--- src/rtl/uart_packet_receiver.sv ---
// Byte-stream parser: locates SYNC-framed packets, extracts the header and
// emits one UART_PACKET beat per payload byte, aborting stalled packets on timeout.
package uart_packet_pkg;
  typedef struct packed {
    logic [7:0] Source;
    logic [7:0] Destination;
    logic [7:0] Length;
    logic [7:0] Data;
    logic       SoP;
    logic       EoP;
    logic       Valid;
  } UART_PACKET;
endpackage

// state  | meaning
// S_IDLE | hunting for SYNC; other bytes discarded
// S_DEST | next byte is Destination
// S_SRC  | next byte is Source
// S_LEN  | next byte is Length (0 returns to idle with no beat)
// S_DATA | payload bytes, one beat each
module uart_packet_receiver
  import uart_packet_pkg::*;
#(
  parameter logic [7:0]  SYNC    = 8'h55,
  parameter logic [15:0] TIMEOUT = 16'd50000
) (
  input  logic       ipClk,
  input  logic       ipReset,
  input  logic [7:0] ipRxData,
  input  logic       ipRxValid,
  output UART_PACKET opRxStream,
  output logic       opTimeout,
  output logic [7:0] opDropCount
);

  typedef enum logic [2:0] {S_IDLE, S_DEST, S_SRC, S_LEN, S_DATA} state_t;

  state_t     state_q;
  logic [7:0] dest_q;
  logic [7:0] src_q;
  logic [7:0] remain_q;
  logic [15:0] gap_q;
  UART_PACKET stream_q;
  logic       timeout_q;
  logic [7:0] drop_q;
  logic       abort_d;

  // A strobe on the would-be timeout cycle takes priority over the abort.
  assign abort_d = (state_q != S_IDLE) && !ipRxValid && (gap_q == TIMEOUT - 16'd1);

  always_ff @(posedge ipClk) begin
    if (ipReset) begin
      state_q   <= S_IDLE;
      dest_q    <= '0;
      src_q     <= '0;
      remain_q  <= '0;
      gap_q     <= '0;
      stream_q  <= '0;
      timeout_q <= 1'b0;
      drop_q    <= '0;
    end else begin
      stream_q.Valid <= 1'b0;
      stream_q.SoP   <= 1'b0;
      stream_q.EoP   <= 1'b0;
      timeout_q      <= 1'b0;
      if (ipRxValid) begin
        gap_q <= '0;
        case (state_q)
          S_IDLE: if (ipRxData == SYNC) state_q <= S_DEST;
          S_DEST: begin
            dest_q  <= ipRxData;
            state_q <= S_SRC;
          end
          S_SRC: begin
            src_q   <= ipRxData;
            state_q <= S_LEN;
          end
          S_LEN: begin
            stream_q.Destination <= dest_q;
            stream_q.Source      <= src_q;
            stream_q.Length      <= ipRxData;
            remain_q             <= ipRxData;
            state_q              <= (ipRxData == 8'd0) ? S_IDLE : S_DATA;
          end
          S_DATA: begin
            stream_q.Valid <= 1'b1;
            stream_q.Data  <= ipRxData;
            stream_q.SoP   <= (remain_q == stream_q.Length);
            stream_q.EoP   <= (remain_q == 8'd1);
            remain_q       <= remain_q - 8'd1;
            if (remain_q == 8'd1) state_q <= S_IDLE;
          end
          default: state_q <= S_IDLE;
        endcase
      end else if (abort_d) begin
        state_q   <= S_IDLE;
        gap_q     <= '0;
        timeout_q <= 1'b1;
        drop_q    <= drop_q + 8'd1;
      end else if (state_q != S_IDLE) begin
        gap_q <= gap_q + 16'd1;
      end
    end
  end

  assign opRxStream  = stream_q;
  assign opTimeout   = timeout_q;
  assign opDropCount = drop_q;

endmodule

--- config.mk ---
export PLATFORM = sky130hd
export DESIGN_NAME = uart_packet_receiver
export DESIGN_NICKNAME = d
export VERILOG_FILES = /design/src/rtl/uart_packet_receiver.sv
export SDC_FILE = /design/constraint.sdc
export NUM_CORES = 1
export LEC_CHECK = 0
export ABC_AREA = 1
export CORE_UTILIZATION = 55
export CTS_BUF_LIST = sky130_fd_sc_hd__clkbuf_8
export CTS_CLUSTER_SIZE = 16
export DETAILED_ROUTE_END_ITERATION = 6
export DONT_BUFFER_PORTS = 1
export GPL_TIMING_DRIVEN = 0
export PLACE_DENSITY = 0.73
export SYNTH_ARGS = -nofsm -noshare
export SYNTH_HDL_FRONTEND = slang
export SYNTH_SLANG_ARGS = --single-unit
--- constraint.sdc ---
create_clock -name ipClk -period 1.4 [get_ports ipClk]
set_input_delay 0.28 -clock ipClk [delete_from_list [all_inputs] [get_ports ipClk]]
set_output_delay 0.28 -clock ipClk [all_outputs]
set_load 0.005 [all_outputs]
==> impl_summary.log <==
INFO  metric drtAntennaViolNets = 0
INFO  metric register_bit_count_reported_by_yosys = 87
INFO  metric min_period = 1.40 ns
INFO  metric violations = setup timing
INFO  metric worstSetupPathType = flip-flop to flip-flop
INFO  metric place_ws = -0.237 ns
INFO  metric synth.distinct_cells = 32
INFO  metric timing.critical_path.from_type = flip-flop
INFO  metric cell_area_synth = 0.00385 mm2
INFO  metric synth.area.mux_share = 0%
INFO  metric finClkSkew = 0.00640 ns
INFO  metric maxCapViolCount = 0
INFO  metric floorplan.die.height = 85.7 um
INFO  metric portBuffers = 0
INFO  metric core.rowCount = 30
INFO  metric final_cell_area = 0.00460 mm2
INFO  metric first_global_vias = 3366
INFO  metric gpl.final_weighted_congestion = 0.873
INFO  metric tritoncts = yes
INFO  metric max_slew_violation_total_from_the_final_report = 0
INFO  metric placed_area = 0.00397 mm2
INFO  metric synth_area_per_cell = 7.26 um2
INFO  metric io-pin-count = 55
INFO  metric met2WireLength = 4.55 mm
INFO  metric cts-htree-levels = 3
INFO  metric layout_worst_path_cycle_share = 100%
INFO  metric dp_hpwl = 6.64 mm
INFO  metric floorplan.initialDensity = 56.6%
INFO  metric final-instance-count-excl-fill = 655
INFO  metric drt-total-wl = 9.61 mm
INFO  metric post-route-util = 67.6%
INFO  metric post_route_cells_drive_above_1_share = 19.9%
INFO  metric design_power_total = 6.48 mW
INFO  metric area_growth_syn_to_layout = 19.4%
INFO  metric critical_path_at = 1.69 ns
INFO  metric final_common_cell = nand2_1
INFO  metric critical_path.max_fanout = 5
INFO  metric wirelength_met1 = 4.23 mm
INFO  metric synthAdderAreaFrac = 1.30%
INFO  metric synth_top_family_by_area = simple AND/OR/NAND/NOR gates
INFO  metric wire_per_inst = 14.7 um
INFO  metric overflow = 0
INFO  metric clkSlewWorstSetupHoldPaths = 0.09 ns
INFO  metric finalHoldViolCount = 0
INFO  metric endpoint_kind = flip-flop
INFO  metric synth_cells = 530
INFO  metric required = 1.68 ns
INFO  metric synth_compound_gate_area_share = 17.1%
INFO  metric core-area = 0.00679 mm2
INFO  metric top_layer = met4
INFO  metric outcome = finished, violations left
INFO  metric grt_util_all_layers = 26.3%
INFO  metric power-per-cell-area = 1410 mW/mm2
INFO  metric antenna_cells_inserted = 0
INFO  metric layout.cells.most_common_list = nand2_1 (78), dfxtp_1 (75), nor2_1 (74), a21oi_1 (60), o21ai_0 (54)
INFO  metric fp.dieW = 85.7 um
INFO  metric grt_antenna_before_repair = 0
INFO  metric postSynthNetCount = 545
INFO  metric vias_per_cell = 5.49
INFO  metric drc = 0
INFO  metric cts.sink_count = 87
INFO  metric drt_first_pass_iters = 4
INFO  metric grt_setup_unrepaired = yes
INFO  metric yosysWarningCount = 0
INFO  metric synth_sequential_area_ratio = 45.3%
INFO  metric hold_path_class = input port to flip-flop
INFO  metric setup_ws = -0.00402 ns
INFO  metric met3_wirelength = 558 um
INFO  metric dr_total_vias = 3595
INFO  metric p_leak = 1.84 nW
INFO  metric irDropWorstVdd = 0.858 mV
INFO  metric clk_root_buffer_cell = clkbuf_8
INFO  metric max_clock_freq = 712 MHz
INFO  metric design.die.area = 0.00734 mm2
INFO  metric clk_path_buf_depth = 2
INFO  metric setup_viol = 3
INFO  metric timing.max_slew.rel_slack = 62.6%
INFO  metric worst_pin_slew = 0.561 ns
INFO  metric nets = 569
INFO  metric tritoncts.num_buffers = 9
INFO  metric grt_pass1_wl = 15.2 mm
INFO  metric detailedRoute.firstIterationViolations = 146
INFO  metric post_synth_xor_area_fraction = 3.41%
INFO  metric worst_skew_pair.late_latency = 0.35 ns
INFO  metric dp_cells = 626
INFO  metric post_synth_simple_gate_area = 26.1%
INFO  metric grt_start_max_net_pins = 15
==> worst max-delay path, cell delays in order (launching register included) <==
cell and delay (ns):
dfxtp_4 0.38, ha_4 0.15, nand3_4 0.09, inv_2 0.07, nand4_1 0.19, nor2_4 0.22
nand3_1 0.09, a21oi_1 0.15
==> synthesized netlist by cell type <==
master	instances	area, um2
nor2_1	80	300
a21oi_1	63	315
nand2_1	89	334
xor2_1	7	61.3
inv_1	41	154
nand3_1	23	115
nor2_2	5	31.3
clkbuf_1	8	30.0
nor3_1	6	30.0
buf_6	1	11.3
nor3_2	2	20.0
dfxtp_1	87	1740
buf_2	7	35.0
nand2_4	1	11.3
nand4_1	8	50.1
a211oi_1	1	7.51
or2_1	1	6.26
inv_2	6	22.5
nor2_4	2	22.5
nand2_2	3	18.8
nor4_1	1	6.26
xnor2_1	8	70.1
buf_1	1	3.75
nor3_4	1	16.3
o21ai_0	56	280
ha_1	4	50.1
clkbuf_2	1	5.00
nand2b_1	1	6.26
o21ai_1	6	30.0
a31oi_1	4	25.0
or2_0	5	31.3
or2_2	1	6.26
==> power by group <==
group	leakage, nW	internal [mW]	switching (mW)
Sequential	0.709	2.78	0.253
Clock	0.0957	0.864	0.881
Combinational	1.04	0.630	1.07
==> timing repair <==
action                                  4_1_cts  5_1_grt
hold buffers                                  1        0
buffers inserted                              4        8
gates resized for setup                      36       63
pin swaps                                     5       20
hold endpoints to repair                      2        0
endpoints found under the setup margin       56       62
==> kinds of logic after synthesis <==
family                   count (synthesis)
AO/OA/AOI/OAI                          130
XOR/XNOR                                15
adder cells (fa/ha/maj)                  4
flip-flops                              87
AND/OR/NAND/NOR                        229
buffers and inverters                   65
==> cell type report <==
type	count	area, um2
buffer	18	121
timing repair buffer	13	129
tap	96	120
fill	566	2200
multi-input combinational	378	2080
inverter	47	181
clock buffer	10	138
clock inverter	6	61.3
sequential	87	1770
==> through the flow <==
step | TNS (ns) | hold WS [ns]
global route | -0.823 | 0.0695
CTS | -0.0159 | 0.0735
finish | -0.00821 | 0.0741
global placement | -4.89 | 0.352
floorplan | 0 | 0.349
detailed placement | -7.09 | 0.353
==> sequential cells by signal (all words and copies together) (netlist names) <==
register,flops
opTimeout,1
remain_q,8
dest_q,8
src_q,8
gap_q,16
opDropCount,8
state_q,3
opRxStream,35
==> per-layer routing <==
metal | global-route usage [%] | vias to the layer above
met2 | 44.2 | 91
met5 | 0 | -
met1 | 31.9 | 1688
met4 | 11.2 | 0
li1 | - | 1788
met3 | 7.03 | 28
==> path summary, 6_finish.rpt <==
check | slack, ns | startpoint | cells past startpoint | end
setup / recovery | -0.004 | gap_q[0]$_SDFFE_PP0N_ | 7 | opDropCount[3]$_SDFFE_PP0P_
hold reg to reg | 0.49 | dest_q[3]$_SDFFE_PP0P_ | 2 | opRxStream[22]$_SDFFE_PP0P_
hold / removal | 0.07 | ipRxData[0] | 2 | remain_q[0]$_SDFFE_PP0P_
setup reg to reg | -0.004 | gap_q[0]$_SDFFE_PP0N_ | 7 | opDropCount[3]$_SDFFE_PP0P_
No activity file was read; power rests on OpenSTA's default activity.
